===== config.mk =====
export PLATFORM = sky130hd
export DESIGN_NAME = page_table
export DESIGN_NICKNAME = d
export VERILOG_FILES = /design/src/rtl/page_table_pkg.sv /design/src/rtl/page_table.sv
export SDC_FILE = /design/constraint.sdc
export NUM_CORES = 2
export LEC_CHECK = 0
export BUFFER_PORTS_ARGS = -buffer_cell sky130_fd_sc_hd__buf_2
export CAP_MARGIN = 40
export CORE_AREA = 4 4 391 393
export CTS_CLUSTER_DIAMETER = 100
export DETAILED_ROUTE_END_ITERATION = 8
export DIE_AREA = 0 0 395 397
export PLACE_DENSITY_LB_ADDON = 0.05
export SLEW_MARGIN = 0
export SYNTH_ARGS = -nofsm -noshare
export SYNTH_HDL_FRONTEND = slang
export SYNTH_SLANG_ARGS = --single-unit

===== constraint.sdc =====
create_clock -name clk -period 3 [get_ports clk]
set_clock_uncertainty 0.15 [all_clocks]
set_input_delay 0.3 -clock clk [delete_from_list [all_inputs] [get_ports clk]]
set_output_delay 0.3 -clock clk [all_outputs]
set_load 0.03 [all_outputs]

===== src/rtl/page_table_pkg.sv =====
`default_nettype none
// ============================================================================
// Module   : page_table_pkg
// Brief    : PTE bit positions and walker FSM states shared by page table and TLB
// Revision : 1.0
// ============================================================================
package page_table_pkg;

    localparam int c_pte_valid = 31;
    localparam int c_pte_dirty = 30;
    localparam int c_pte_ref   = 29;

    typedef enum logic [1:0] {
        ST_IDLE   = 2'd0,
        ST_LOOKUP = 2'd1,
        ST_ALLOC  = 2'd2,
        ST_RESP   = 2'd3
    } pt_state_e;

endpackage
`default_nettype wire


===== src/rtl/page_table.sv =====
`default_nettype none
// ============================================================================
// Module   : page_table
// Brief    : Register-based page table with PTE read, status writeback and
//            optional round-robin fault allocation (macro PT_FAULT_ALLOC_EN)
// Revision : 1.0
// ============================================================================
module page_table
    import page_table_pkg::*;
#(
    parameter int VPN_W = 6,
    parameter int PPN_W = 2
) (
    input  logic             clk,
    input  logic             rst_n,
    input  logic             req_valid,
    output logic             req_ready,
    input  logic             req_write,
    input  logic [VPN_W-1:0] req_vpn,
    input  logic [1:0]       wb_dirty_ref,
    output logic             resp_valid,
    input  logic             resp_ready,
    output logic [31:0]      resp_pte,
    output logic             pg_fault,
    input  logic             cfg_we,
    input  logic [VPN_W-1:0] cfg_vpn,
    input  logic [31:0]      cfg_pte
);

    localparam int          c_entries  = 2**VPN_W;
    localparam logic [31:0] c_pte_mask = (32'h1 << c_pte_valid) | (32'h1 << c_pte_dirty) |
                                         (32'h1 << c_pte_ref)   | ((32'h1 << PPN_W) - 32'h1);

    pt_state_e        r_state;
    logic [31:0]      r_pte [c_entries];
    logic [VPN_W-1:0] r_vpn;
    logic             r_write;
    logic [1:0]       r_wb_dr;
    logic             r_req_ready;
    logic             r_resp_valid;
    logic             r_pg_fault;
    logic [31:0]      r_resp_pte;

    logic             w_accept;
    logic [31:0]      w_lookup_pte;
    logic [31:0]      w_wb_pte;

`ifdef PT_FAULT_ALLOC_EN
    localparam int    c_frames = 2**PPN_W;
    logic [PPN_W-1:0] r_alloc_ptr;
    logic [VPN_W-1:0] r_owner [c_frames];
    logic [c_frames-1:0] r_owner_vld;
    logic [31:0]      w_alloc_pte;

    always_comb begin
        w_alloc_pte              = '0;
        w_alloc_pte[c_pte_valid] = 1'b1;
        w_alloc_pte[c_pte_ref]   = 1'b1;
        w_alloc_pte[PPN_W-1:0]   = r_alloc_ptr;
    end
`endif

    // A table preload occupies the cycle, so new requests are held off while it lands
    assign req_ready  = r_req_ready & ~cfg_we;
    assign resp_valid = r_resp_valid;
    assign resp_pte   = r_resp_pte;
    assign pg_fault   = r_pg_fault;
    assign w_accept   = (r_state == ST_IDLE) && req_valid && req_ready;

    // A preload to the in-flight VPN landing on the lookup edge is forwarded
    always_comb begin
        w_lookup_pte = r_pte[r_vpn];
        if (cfg_we && (cfg_vpn == r_vpn)) begin
            w_lookup_pte = cfg_pte & c_pte_mask;
        end
        w_wb_pte                        = w_lookup_pte;
        w_wb_pte[c_pte_dirty:c_pte_ref] = r_wb_dr;
    end

    always_ff @(posedge clk or negedge rst_n) begin
        if (!rst_n) begin
            r_state      <= ST_IDLE;
            r_vpn        <= '0;
            r_write      <= 1'b0;
            r_wb_dr      <= 2'b00;
            r_req_ready  <= 1'b0;
            r_resp_valid <= 1'b0;
            r_pg_fault   <= 1'b0;
            r_resp_pte   <= '0;
            for (int i = 0; i < c_entries; i++) begin
                r_pte[i] <= '0;
            end
`ifdef PT_FAULT_ALLOC_EN
            r_alloc_ptr <= '0;
            r_owner_vld <= '0;
            for (int i = 0; i < c_frames; i++) begin
                r_owner[i] <= '0;
            end
`endif
        end else begin
            // Preload first; same-edge FSM updates to the same entry take priority
            if (cfg_we) begin
                r_pte[cfg_vpn] <= cfg_pte & c_pte_mask;
`ifdef PT_FAULT_ALLOC_EN
                if (cfg_pte[c_pte_valid]) begin
                    r_owner[cfg_pte[PPN_W-1:0]]     <= cfg_vpn;
                    r_owner_vld[cfg_pte[PPN_W-1:0]] <= 1'b1;
                end
`endif
            end

            case (r_state)
                ST_IDLE: begin
                    if (w_accept) begin
                        r_vpn       <= req_vpn;
                        r_write     <= req_write;
                        r_wb_dr     <= wb_dirty_ref;
                        r_req_ready <= 1'b0;
                        r_state     <= ST_LOOKUP;
                    end else begin
                        r_req_ready <= 1'b1;
                    end
                end
                ST_LOOKUP: begin
                    if (w_lookup_pte[c_pte_valid]) begin
                        if (r_write) begin
                            r_pte[r_vpn] <= w_wb_pte;
                            r_resp_pte   <= w_wb_pte;
                        end else begin
                            r_resp_pte   <= w_lookup_pte;
                        end
                        r_pg_fault   <= 1'b0;
                        r_resp_valid <= 1'b1;
                        r_state      <= ST_RESP;
`ifdef PT_FAULT_ALLOC_EN
                    end else if (!r_write) begin
                        r_state      <= ST_ALLOC;
`endif
                    end else begin
                        r_resp_pte   <= w_lookup_pte;
                        r_pg_fault   <= 1'b1;
                        r_resp_valid <= 1'b1;
                        r_state      <= ST_RESP;
                    end
                end
`ifdef PT_FAULT_ALLOC_EN
                ST_ALLOC: begin
                    // Evict the previous owner before installing, so a self-owner ends valid
                    if (r_owner_vld[r_alloc_ptr]) begin
                        r_pte[r_owner[r_alloc_ptr]][c_pte_valid] <= 1'b0;
                    end
                    r_pte[r_vpn]             <= w_alloc_pte;
                    r_owner[r_alloc_ptr]     <= r_vpn;
                    r_owner_vld[r_alloc_ptr] <= 1'b1;
                    r_alloc_ptr              <= r_alloc_ptr + 1'b1;
                    r_resp_pte               <= w_alloc_pte;
                    r_pg_fault               <= 1'b1;
                    r_resp_valid             <= 1'b1;
                    r_state                  <= ST_RESP;
                end
`endif
                ST_RESP: begin
                    if (resp_ready) begin
                        r_resp_valid <= 1'b0;
                        r_pg_fault   <= 1'b0;
                        r_resp_pte   <= '0;
                        r_req_ready  <= 1'b1;
                        r_state      <= ST_IDLE;
                    end
                end
                default: begin
                    r_state <= ST_IDLE;
                end
            endcase
        end
    end

endmodule
`default_nettype wire

; Yosys cells after proc, flatten, opt, wreduce, memory -nomap -nowiden
; Cells that the tools add are included.
[word_totals]
register_bits = 2094
latchBits = 0
ram_bits = 0
rom_bits = 0
input_bits = 52
output_inout_bits = 35
word_cells = 125
memories = 0
[classes]
add_sub_neg = 0
mul = 0
div_mod_pow = 0
magnitude_cmp = 4
n_eq_ne = 5
shift = 0
n_mux = 28
bitwise = 4
reduce_logical = 12
[op_table]
columns = operator, n
row1 = 2048-bit two-way mux, 4
row2 = 2048-bit bitwise mux, 2
row3 = 32-bit demux with 6-bit select, 2
row4 = 32-bit two-way mux, 7
row5 = 32-bit binary-select mux with 6-bit select, 1
row6 = 32-bit one-hot mux with 2 select lines, 1
row7 = 31-bit two-way mux, 1
row8 = "7-bit greater-or-equal comparator, second input constant", 2
row9 = "7-bit by 1-bit < comparator with 1-bit output, second input constant", 2
row10 = 6-bit inverter with 7-bit output, 2
row11 = 2-bit AND reduction, 4
row12 = 6-bit equality test, 1
row13 = 1-bit one-hot mux with 2 select lines, 3
row14 = 2-bit one-hot mux with 3 select lines, 1
row15 = 1-bit logical AND, 5
row16 = 1-bit two-way mux, 4
row17 = 2-bit two-way mux, 2
row18 = "2-bit != test, second input constant", 2
row19 = 2-bit nonzero test, 2
row20 = "2-bit by 1-bit equality test with 1-bit output, second input constant", 1
row21 = "2-bit equality test, second input constant", 1
row22 = 2-bit zero test, 1
row23 = 1-bit bitwise AND, 1
row24 = 1-bit inverter, 1

; Longest topological paths before layout
[logic_depth]
ltp_word = 11
depth_mapped = 15
ltp_nobuf = 8

; Worst setup path before layout
; OpenSTA, ideal clock, no wires.
[synth_timing]
path_type = register to register
startpoint = reg r_vpn[2]
endpoint = reg r_resp_pte[26] (netlist: resp_pte[26])
setup_time_ns = 0.121
arrival_time_ns = 2.817
t_required_ns = 2.729
slack_ns = -0.088
stages_incl_launch_ff = 13
path_buffers = 6
synth_period_minus_slack_ns = 3.088
cell_sequence = dfrtp_1 -> buf_6 -> buf_6 -> buf_4 -> buf_4 -> clkbuf_1 -> clkbuf_1 -> mux2_2 -> a221oi_1 -> o21ai_0 -> a221oi_1 -> nand3_1 -> a22o_1
[synth_between]
elab_chain_cells = 8
word_cells_on_any_way = 10
classes_between = 1 x eq/ne / 7 x mux / 1 x bitwise / 1 x reduce/logical
[synth_rtl]
columns = element, line_no
row1 = start: declaration, page_table.sv:36  ; logic [VPN_W-1:0] r_vpn;
row2 = start signal: assignment, page_table.sv:115  ; r_vpn <= req_vpn;
row3 = 6-bit inverter with 7-bit output (not written as such), page_table.sv:72  ; w_lookup_pte = r_pte[r_vpn];
row4 = 32-bit binary-select mux with 6-bit select, page_table.sv:72
row5 = 32-bit two-way mux (not written as such) (2 in a row), page_table.sv:72
row6 = 32-bit two-way mux (*), page_table.sv:73  ; if (cfg_we && (cfg_vpn == r_vpn)) begin
row7 = 31-bit two-way mux, page_table.sv:126  ; if (r_write) begin
row8 = 32-bit two-way mux (*), page_table.sv:125  ; if (w_lookup_pte[c_pte_valid]) begin
row9 = 32-bit one-hot mux with 2 select lines (*), page_table.sv:112  ; case (r_state)
row10 = end signal: assignment, page_table.sv:128  ; r_resp_pte <= w_wb_pte;
row11 = end signal: assignment, page_table.sv:130  ; r_resp_pte <= w_lookup_pte;
row12 = end signal: assignment, page_table.sv:140  ; r_resp_pte <= w_lookup_pte;
row13 = end: declaration, page_table.sv:42  ; logic [31:0] r_resp_pte;
; Every way passes the cells marked *; elsewhere a longest branch is shown, timed or not. The select of a mux whose other input is x is not followed.
; A chain may end at the register's enable or synchronous reset.

; Worst setup path in the final report
[layout_timing]
startpoint = reg r_vpn[2]
endpoint = reg r_pte[1086] (netlist bit)
[layout_between]
elab_chain_cells = 9
word_cells_on_any_way = 16
classes_between = 2 x order compare / 1 x eq/ne / 10 x mux / 1 x bitwise / 2 x reduce/logical
[layout_rtl]
columns = element, line_no
row1 = 6-bit inverter with 7-bit output (not written as such), "page_table.sv:72, page_table.sv:127"
row2 = 7-bit greater-or-equal comparator (not written as such) or 7-bit by 1-bit < comparator with 1-bit output (tied branches), page_table.sv:127  ; r_pte[r_vpn] <= w_wb_pte;
row3 = 1-bit logical AND (not written as such), page_table.sv:127
row4 = 32-bit two-way mux (not written as such), page_table.sv:127
row5 = 32-bit demux with 6-bit select, page_table.sv:127
row6 = 2048-bit bitwise mux, page_table.sv:127
row7 = 2048-bit two-way mux, page_table.sv:126
row8 = 2048-bit two-way mux (*), page_table.sv:125
row9 = 2048-bit two-way mux (*), page_table.sv:112
row10 = end signal: indexed assignment, page_table.sv:103  ; r_pte[cfg_vpn] <= cfg_pte & c_pte_mask;
row11 = end signal: indexed assignment, page_table.sv:127
row12 = end: declaration, page_table.sv:35  ; logic [31:0] r_pte [c_entries];
; Marks and branches as above.

==> out/results.ini <==
[outcome]
status = finished, violations left
violations = setup timing

[sta]
fmax_ghz = 0.279
setup_slack_ns = -0.588
period_needed_ns = 3.59
drv_slew = 0
rsz0062_at_grt = yes
finalSetupTns_ns = -77.48
timing.final.crit_share = 1.20
slew_headroom = 0.393
worst_pin_slew_ns = 0.911
finalSetupViolations = 161
hold_violations = 0

[die]
die_y_um = 397
rows = 142
start_util = 0.566
dieArea_um2 = 157000
io_pins = 87
die_x_um = 395
core_area_um2 = 149000

[synthesis]
ys_seq_area_frac = 0.620
synth-main-ff-cell = dfrtp_1
ys_async_sr_fraction = 1.00
yosysWarnings = 0
synth_seq_cells = 2094
synth_nets = 6762
synth_area_um2 = 84600
synth_area_per_cell_um2 = 12.6
synth_edf_count = 0
postSynthCellCount = 6710
ys_types = 64

[final_layout]
syn_to_final_growth_pct = 21.6
n_fill_cell = 10600
finish.instance_area_um2 = 103000
final_common_cell = dfrtp_1
drive_gt1_frac = 0.271
mostFrequentLayoutCells = dfrtp_1 (2089), and2_1 (1116), nor2b_1 (631)
post-route-util = 0.688
final_nets = 7289

[worst_setup_path]
rrSetupSlack_ns = -0.59
crit_path_max_fanout = 10
r2r_end = r_pte[1086]$_DFF_PN0_
crit_path_start_kind = flop
cp.required_ns = 3.55
cp-end-kind = flop
worstReg2RegStart = r_vpn[2]$_DFFE_PN0P_
path_class = flop to flop
r2r_cells = 11
critical_path_arrival_ns = 4.13

[clocking]
cts_tree = done
numCtsBuffers = 210
htreeDepth = 4
clockBufferDepth = 3
insertion_delay_ns = 0.83
cts-root-buf = clkbuf_16
cts_sinks = 2094
path_clk_slew_ns = 0.06

[grt]
first_global_vias = 61700
grt_antenna_before_repair = 10
grt_pass1_wl_um = 440000
grt_max_degree = 119
track_usage = 0.383
grt_overflow_total = 0

[drt]
drtIter0Drc = 6571
dr.pass1.iters = 6
ant_nets = 0
num_vias = 60100
wl_per_cell_um = 31.9
routed_via_density = 6.37
wl_um = 301000
drc_errors = 0

[worst_hold_path]
min_from = cfg_pte[1]
whs_endpoint = resp_pte[1]$_DFFE_PN0P_
min_path_cells = 3
min_path_type = primary input to flop

[power]
ir_drop_mv = 0.954
power.leakage_uw = 0.0497
powerDensity_nw_per_um2 = 789

[run]
max-cap-violations = 0

[placement]
hpwl_um = 193000
post_dp_cell_area_um2 = 92500
gp_congestion = 0.963
portBuffers = 59

==> cell usage after synthesis, types with 23 or more instances <==
cell type	number	area, um^2
a221o_1	26	260
a22o_1	173	1520
mux2_2	475	5350
o21ai_0	95	475
a21oi_1	88	440
mux4_2	27	608
nor3_2	26	260
nor3_1	37	185
buf_1	61	229
mux2i_1	99	991
buf_2	66	330
a221oi_1	213	1870
nand2_1	141	529
nor2_1	93	349
a22oi_1	396	2970
nand3_1	30	150
and2_1	1117	6990
nor4_1	36	225
nor2b_1	635	3970
a31oi_1	144	901
nand4_1	23	144
mux2_1	54	608
clkbuf_1	398	1490
dfrtp_1	2094	52400
==> critical path: stages, from the launching register on <==
cell       delay [ns]
dfrtp_4          0.51
mux2_1           0.34
mux4_2           0.50
o21ai_4          0.17
buf_4            0.13
o2111ai_2        0.18
or4b_4           0.59
o21ai_4          0.16
buf_12           0.17
clkbuf_16        0.18
nor3_2           0.07
mux2_1           0.33
==> worst max-delay path by stage <==
stage	cells after the start	end	slack (ns)	startpoint
global route	11	r_pte[1086]$_DFF_PN0_	-0.63	r_vpn[2]$_DFFE_PN0P_
floorplan	11	r_pte[1789]$_DFF_PN0_	-0.03	r_vpn[2]$_DFFE_PN0P_
global placement	13	resp_pte[27]$_DFFE_PN0P_	-0.92	r_vpn[2]$_DFFE_PN0P_
finish	11	r_pte[1086]$_DFF_PN0_	-0.59	r_vpn[2]$_DFFE_PN0P_
detailed placement	14	resp_pte[10]$_DFFE_PN0P_	-0.82	r_vpn[2]$_DFFE_PN0P_
CTS	11	r_pte[1694]$_DFF_PN0_	-0.54	r_vpn[2]$_DFFE_PN0P_
==> sequential cells by signal, indices dropped and copies added (netlist names) <==
name	count
resp_valid	1
resp_pte	32
r_state	2
r_wb_dr	2
r_write	1
r_vpn	6
r_req_ready	1
r_pte	2048
pg_fault	1
==> logic make-up after synthesis <==
logic type                count (synthesis)  share of synthesized area
and+or+nand+nor                        2189                      0.156
DFF                                    2094                      0.620
AOI/OAI and AO/OA                      1219                      0.108
muxes                                   656                     0.0895
buffers and inverters                   546                     0.0264
xor gates and xnor gates                  6                   0.000622
==> what timing repair did <==
action,CTS,global route
endpoints found under the hold margin,1434,0
setup endpoints to repair,161,161
buffers inserted,40,22
pin swaps,68,75
resized for setup,228,181
hold buffers,18,0
gates cloned,5,5
==> power by group <==
part / switching [uW] / internal [uW]
clock network: 11400 / 16100
logic: 15100 / 8410
registers: 972 / 29100
==> final cells by class <==
class,instances,area (um^2),area share
antenna,4,10.0,0.0000974
clock buffer,305,6150,0.0598
clock inverter,83,1080,0.0105
inverter,7,27.5,0.000268
multi-input combinational,4071,32100,0.312
sequential,2094,52400,0.510
tap,2016,2520,0.0245
timing repair buffer,853,8530,0.0830
==> per-stage QoR <==
stage / total power (uW) / hold WS [ns] / setup WS, ns / instances
global route: 82800 / 0.103 / -0.630 / 9430
finish: 81100 / 0.0986 / -0.588 / 9433
detailed placement: 50600 / 0.160 / -0.822 / 8958
floorplan: 38600 / -0.146 / -0.0338 / 6710
CTS: 79500 / 0.0394 / -0.538 / 9404
global placement: 50500 / 0.162 / -0.921 / 8957
==> layer usage <==
metal	global-route usage	wire length (um)	up-vias
li1	-	-	24700
met1	0.530	121000	31500
met2	0.551	130000	3071
met3	0.104	29800	810
met4	0.215	20200	10
met5	0	60	-
Power figures use the tool's default switching activity.
